$ cat config.mk
export PLATFORM = sky130hd
export DESIGN_NAME = fifo_write_arbiter
export DESIGN_NICKNAME = d
export VERILOG_FILES = /design/src/rtl/fifo_write_arbiter.sv
export SDC_FILE = /design/constraint.sdc
export NUM_CORES = 1
export LEC_CHECK = 0
export ABC_AREA = 1
export CAP_MARGIN = 20
export CORE_UTILIZATION = 29
export DETAILED_ROUTE_END_ITERATION = 6
export GPL_ROUTABILITY_DRIVEN = 0
export GPL_TIMING_DRIVEN = 1
export PLACE_DENSITY_LB_ADDON = 0.2
export SLEW_MARGIN = 20
export SYNTH_ARGS = -nofsm -noshare
export SYNTH_HDL_FRONTEND = slang
export SYNTH_SLANG_ARGS = --single-unit
$ cat constraint.sdc
create_clock -name clock_in -period 1.6 [get_ports clock_in]
set_input_delay 0.32 -clock clock_in [delete_from_list [all_inputs] [get_ports clock_in]]
set_output_delay 0.32 -clock clock_in [all_outputs]
set_load 0.1 [all_outputs]
$ cat src/rtl/fifo_write_arbiter.sv
// fifo_write_arbiter: round-robin burst arbiter sharing one FIFO write port among NUM_REQ requesters
module fifo_write_arbiter #(
  parameter int NUM_REQ    = 4,
  parameter int DATA_WIDTH = 32,
  parameter int BURST_MAX  = 4
) (
  input  logic                          clock_in,
  input  logic                          rst_in_n,
  input  logic [NUM_REQ*DATA_WIDTH-1:0] req_data,
  input  logic [NUM_REQ-1:0]            req_valid,
  output logic [NUM_REQ-1:0]            req_ready,
  output logic [DATA_WIDTH-1:0]         fifo_data,
  output logic                          fifo_valid,
  input  logic                          fifo_full,
  output logic [$clog2(NUM_REQ)-1:0]    grant_id,
  output logic                          grant_active
);
  localparam int IW = $clog2(NUM_REQ);
  localparam int CW = $clog2(BURST_MAX + 1);
  localparam logic [CW-1:0] LAST_BEAT = CW'(BURST_MAX - 1);
  typedef enum logic {IDLE, GRANT} state_t;
  state_t state, state_n;
  logic [IW-1:0] grant_n, last_owner, last_n, win, idx;
  logic [CW-1:0] cnt, cnt_n;
  logic owner_valid, xfer, rel, arb, found;
  assign grant_active = state == GRANT;
  assign owner_valid  = req_valid[grant_id];
  assign xfer         = grant_active && owner_valid && !fifo_full;
  assign rel          = grant_active && ((xfer && cnt == LAST_BEAT) || !owner_valid);
  assign arb          = !grant_active || rel;
  assign fifo_data    = grant_active ? req_data[grant_id*DATA_WIDTH +: DATA_WIDTH] : '0;
  assign fifo_valid   = grant_active && owner_valid;
  assign req_ready    = grant_active ? NUM_REQ'(!fifo_full) << grant_id : '0;
  always_comb begin
    found = 1'b0;
    win   = '0;
    idx   = '0;
    for (int k = NUM_REQ; k >= 1; k--) begin
      idx = IW'((int'(last_owner) + k) % NUM_REQ);
      if (req_valid[idx]) begin
        found = 1'b1;
        win   = idx;
      end
    end
  end
  always_comb begin
    state_n = arb ? (found ? GRANT : IDLE) : state;
    grant_n = arb && found ? win : grant_id;
    last_n  = arb && found ? win : last_owner;
    cnt_n   = arb && found ? '0 : xfer ? cnt + CW'(1) : cnt;
  end
  always_ff @(posedge clock_in or negedge rst_in_n) begin
    if (!rst_in_n) begin
      state      <= IDLE;
      grant_id   <= '0;
      last_owner <= IW'(NUM_REQ - 1);
      cnt        <= '0;
    end else begin
      state      <= state_n;
      grant_id   <= grant_n;
      last_owner <= last_n;
      cnt        <= cnt_n;
    end
  end
endmodule

==> reports/results.txt, run 1 <==
Post-detail-place hpwl: 7980 um
Post-CTS Hold Fix Bufs: 0
FFs w/ async S/R, synth: 100%
Area leader, netlist: nor2_1
Syn Inst Count: 325
Clock Path Buffers: 2
Row cnt: 27
Seq/Total Area, Yosys: 12.2%
IO Pins: 175
CTS Buf Count: 3
Syn_area_per_cell: 5.13 sq um
Synth cell types: 21
CTS H-tree depth: 1
Number of warnings issued by yosys: 0
Top cells by area, synth: nor2_1 26%, nand2_1 12%, o21ai_0 11%
Count leader, synth: nor2_1
Worst endpoint type: top-level output
GR repair worst EP: fifo_data[26]
Port Buffer Count: 174
Die Span Y: 77.8 um
Mapped cell area: 1670 sq um
Largest net degree at the start of global routing: 21
Die Wd: 77.8 um
Clock sink count: 8
Yosys reg bits: 8
Commonest cells post-synth: 116 x nor2_1, 52 x nand2_1, 35 x o21ai_0, 20 x inv_1, 19 x o32ai_1
Outcome: stopped before the end
Commonest register cell after synthesis: dfrtp_1
Exit stage: global routing
Area share of the largest cell type after synthesis: 26.1%
Post-synth EDFFs: 0
Root buffer cell: clkbuf_8
First Err: [ERROR DPL-0038] Utilization greater than 100%, impossible to legalize
Synthesized Nets: 462
Starting density of the core: 30.3%
cells by family after synthesis:
kind of cell    count (synthesis)  share of synthesized area [%]
compound gates                 82                           28.9
fa+ha+maj                       2                           1.50
buf+inv                        47                           12.6
flops                           8                           12.2
simple gates                  186                           44.8
what timing repair did:
| item | in CTS |
|---|---|
| buffers inserted | 5 |
| resized for setup | 53 |
| pin swaps | 17 |
| setup endpoints to repair | 44 |
| gates cloned | 3 |
through the flow:
step	util, %	std cells	setup WS [ns]	hold slack [ns]	area, sq um
after floorplan	-	325	-0.624	0.0244	2400
after global placement	85.8	580	-0.141	0.531	4730
after detailed placement	85.8	580	-0.195	0.539	4730
after CTS	92.5	592	-0.351	0.379	5090
==> run 2: changes to the inputs <==
Settings changed: CORE_UTILIZATION 29 to 20, PLACE_DENSITY_LB_ADDON 0.2 to 0.15.
==> run 2 against run 1 <==
Compared with the run above: the flow now finishes, with violations (setup timing); area after synthesis unchanged; synthesized cell count is the same.
==> reports/results.txt, run 2 <==
Mapped cell area: 1670 sq um (unchanged)
Detailed-route via count: 2,895
Biggest register: cnt
Pre-antenna DRT Iters: 4
IO Pins: 175 (unchanged)
Endpoints failing setup: 37
Largest net degree at the start of global routing: 51
CP endpoint: fifo_data[22]
GRT overflow: 0
FFs w/ async S/R, synth: 100% (unchanged)
CP most frequent cell: buf_12
Clk slew on worst S/H paths: 0.04 ns
FF-to-FF path depth: 11
Number of warnings issued by yosys: 0 (unchanged)
Routed WL per cell: 15.0 um
Reg2reg end: grant_id[0]
Reg-to-reg slack, setup: 0.04 ns
Ratio of cells with drive above 1 in the final layout: 32.1%
Outcome: finished, violations left (was stopped before the end)
Crit share post-route: 122%
Worst slew margin: 73.6%
Critical Path Max Stage Delay: 0.50 ns
Synth-to-layout area growth: 197%
Post-synth EDFFs: 0 (unchanged)
Area leader, netlist: nor2_1 (unchanged)
Synth cell types: 21 (unchanged)
Min-Delay Path Class: primary input to async pin
Area share of the largest cell type after synthesis: 26.1% (unchanged)
Initial antenna violation count: 0
Commonest cells post-synth: 116 x nor2_1, 52 x nand2_1, 35 x o21ai_0, 20 x inv_1, 19 x o32ai_1 (unchanged)
Routed wire length: 9240 um
DRC: 0
TritonCTS clock tree: built
Core area: 7890 sq um
Final Hold Viols: 0
Final worst setup slack: -0.358 ns
Clock period minus worst slack: 1.96 ns
Biggest regs: cnt (3), grant_id (2), last_owner (2)
Die Span Y: 93.3 um (was 77.8 um)
Post-detail-place hpwl: 7170 um (was 7980 um)
Die Wd: 93.3 um (was 77.8 um)
CTS Buf Count: 3 (unchanged)
Worst Path Buf+Inv: 3
Critical path class: flip-flop to output pin
Syn Inst Count: 325 (unchanged)
Commonest register cell after synthesis: dfrtp_1 (unchanged)
Nets: 652
Yosys reg bits: 8 (unchanged)
Worst slack at placement: -0.185 ns (was -0.195 ns)
Delay-heaviest family, CP: flip-flops
CP Launch Point: grant_id[0]
Final Skew: 0.00312 ns
CTS H-tree depth: 1 (unchanged)
Most frequent cells in the layout: 134 x clkdlybuf4s50_1, 108 x nor2_1, 48 x buf_12
Vias in the first global route: 2,752
Syn_area_per_cell: 5.13 sq um (unchanged)
Startpoint Class: flip-flop
Port Buffer Count: 174 (unchanged)
Highest fanout seen on the critical path: 29
Clock Latency Late Sink: 0.23 ns
Slew of the pin with the lowest slew margin: 0.396 ns
First-pass GRT wire length: 13,900 um
1st-iter DRT viols: 81
Count leader, synth: nor2_1 (unchanged)
Critical path's slowest cell: dfrtp_4
Worst path depth: 5
Root buffer cell: clkbuf_8 (unchanged)
WP data arrival: 1.64 ns
RSZ-0062 raised after global routing: yes
Die area: 8700 sq um
Top cells by area, synth: nor2_1 26%, nand2_1 12%, o21ai_0 11% (unchanged)
Vias/cell: 4.70
Worst-path cell chain: inv_4 > buf_12 > nor2_1 > o32ai_4 > buf_12
Row cnt: 32 (was 27)
Final Slew Violations: 0
Clock Path Buffers: 2 (unchanged)
Starting density of the core: 21.1% (was 30.3%)
Most common cell after layout, fill and taps aside: clkdlybuf4s50_1
Synthesized Nets: 462 (unchanged)
Violated checks: setup timing
Seq/Total Area, Yosys: 12.2% (unchanged)
Worst EP required: 1.28 ns
Clock sink count: 8 (unchanged)
Inserted Diodes: 0
Max Clock Freq: 0.511 GHz
Final ANT Viol Nets: 0
Fin Setup TNS: -11.02 ns
GRT Util Overall: 19.9%
Max reg flops: 3
Worst setup EP type: output pin
Max cap viols: 0
Reg-to-reg critical path startpoint: grant_id[0]
-- run 2: area by class of cell --
| cell class | instances | area, sq um |
|---|---|---|
| tap | 102 | 128 |
| inverter | 24 | 110 |
| sequential | 8 | 214 |
| multi-input combinational | 270 | 1910 |
| timing repair buffer | 208 | 2540 |
| clock buffer | 4 | 45.0 |
| fill | 677 | 2940 |
-- run 2: cells by family after synthesis --
kind of cell,after synthesis,share of synthesized area (%)
compound gates,82,28.9
fa+ha+maj,2,1.50
buf+inv,47,12.6
flops,8,12.2
simple gates,186,44.8
-- run 2: routing by layer --
layer / GRT usage, % / wire length (um) / up-vias
li1: - / - / 1451
met2: 37.7 / 4820 / 111
met4: 1.67 / 43 / 0
met3: 3.41 / 652 / 4
met1: 24.0 / 3720 / 1329
met5: 0 / 0 / -
-- run 2: repair_timing --
item / in CTS / in global routing
gates cloned: 0 / 2
hold endpoints to repair: 0 / 0
hold buffers: 0 / 0
resized for setup: 19 / 17
pin swaps: 4 / 2
buffers inserted: 0 / 2
setup endpoints to repair: 40 / 44
-- run 2: stage by stage --
step,std cells,utilization [%],area [sq um],hold WS [ns]
after floorplan,325,-,2400,0.0244
after global placement,608,60.2,4750,0.542
after detailed placement,608,60.2,4750,0.544
after CTS,612,61.5,4850,0.381
after global routing,616,62.7,4950,0.402
final,616,62.7,4950,0.374
-- run 2: worst reg2reg max path: stages, from the launching register on --
cell and delay [ns]:
dfrtp_4 0.50, inv_4 0.09, buf_12 0.16, nand2_1 0.09
nand3_2 0.07, nand2_2 0.08, nand2_4 0.08, nor2_2 0.05
nor2_4 0.14, inv_2 0.08, nand2_1 0.06, nand2_1 0.05
-- run 2: worst min path at each step --
| stage | from | to | slack [ns] | cells after the start |
|---|---|---|---|---|
| after global placement | last_owner[1] | last_owner[1] | 0.54 | 2 |
| after detailed placement | last_owner[1] | last_owner[1] | 0.54 | 2 |
| after floorplan | rst_in_n | cnt[0] | 0.02 | 0 |
| after CTS | rst_in_n | cnt[0] | 0.38 | 1 |
| final | rst_in_n | grant_id[1] | 0.37 | 1 |
| after global routing | rst_in_n | cnt[0] | 0.40 | 1 |
Power of run 2 is not shown: default switching activity piles up to over one toggle a cycle in this logic, so the estimate is an artifact.
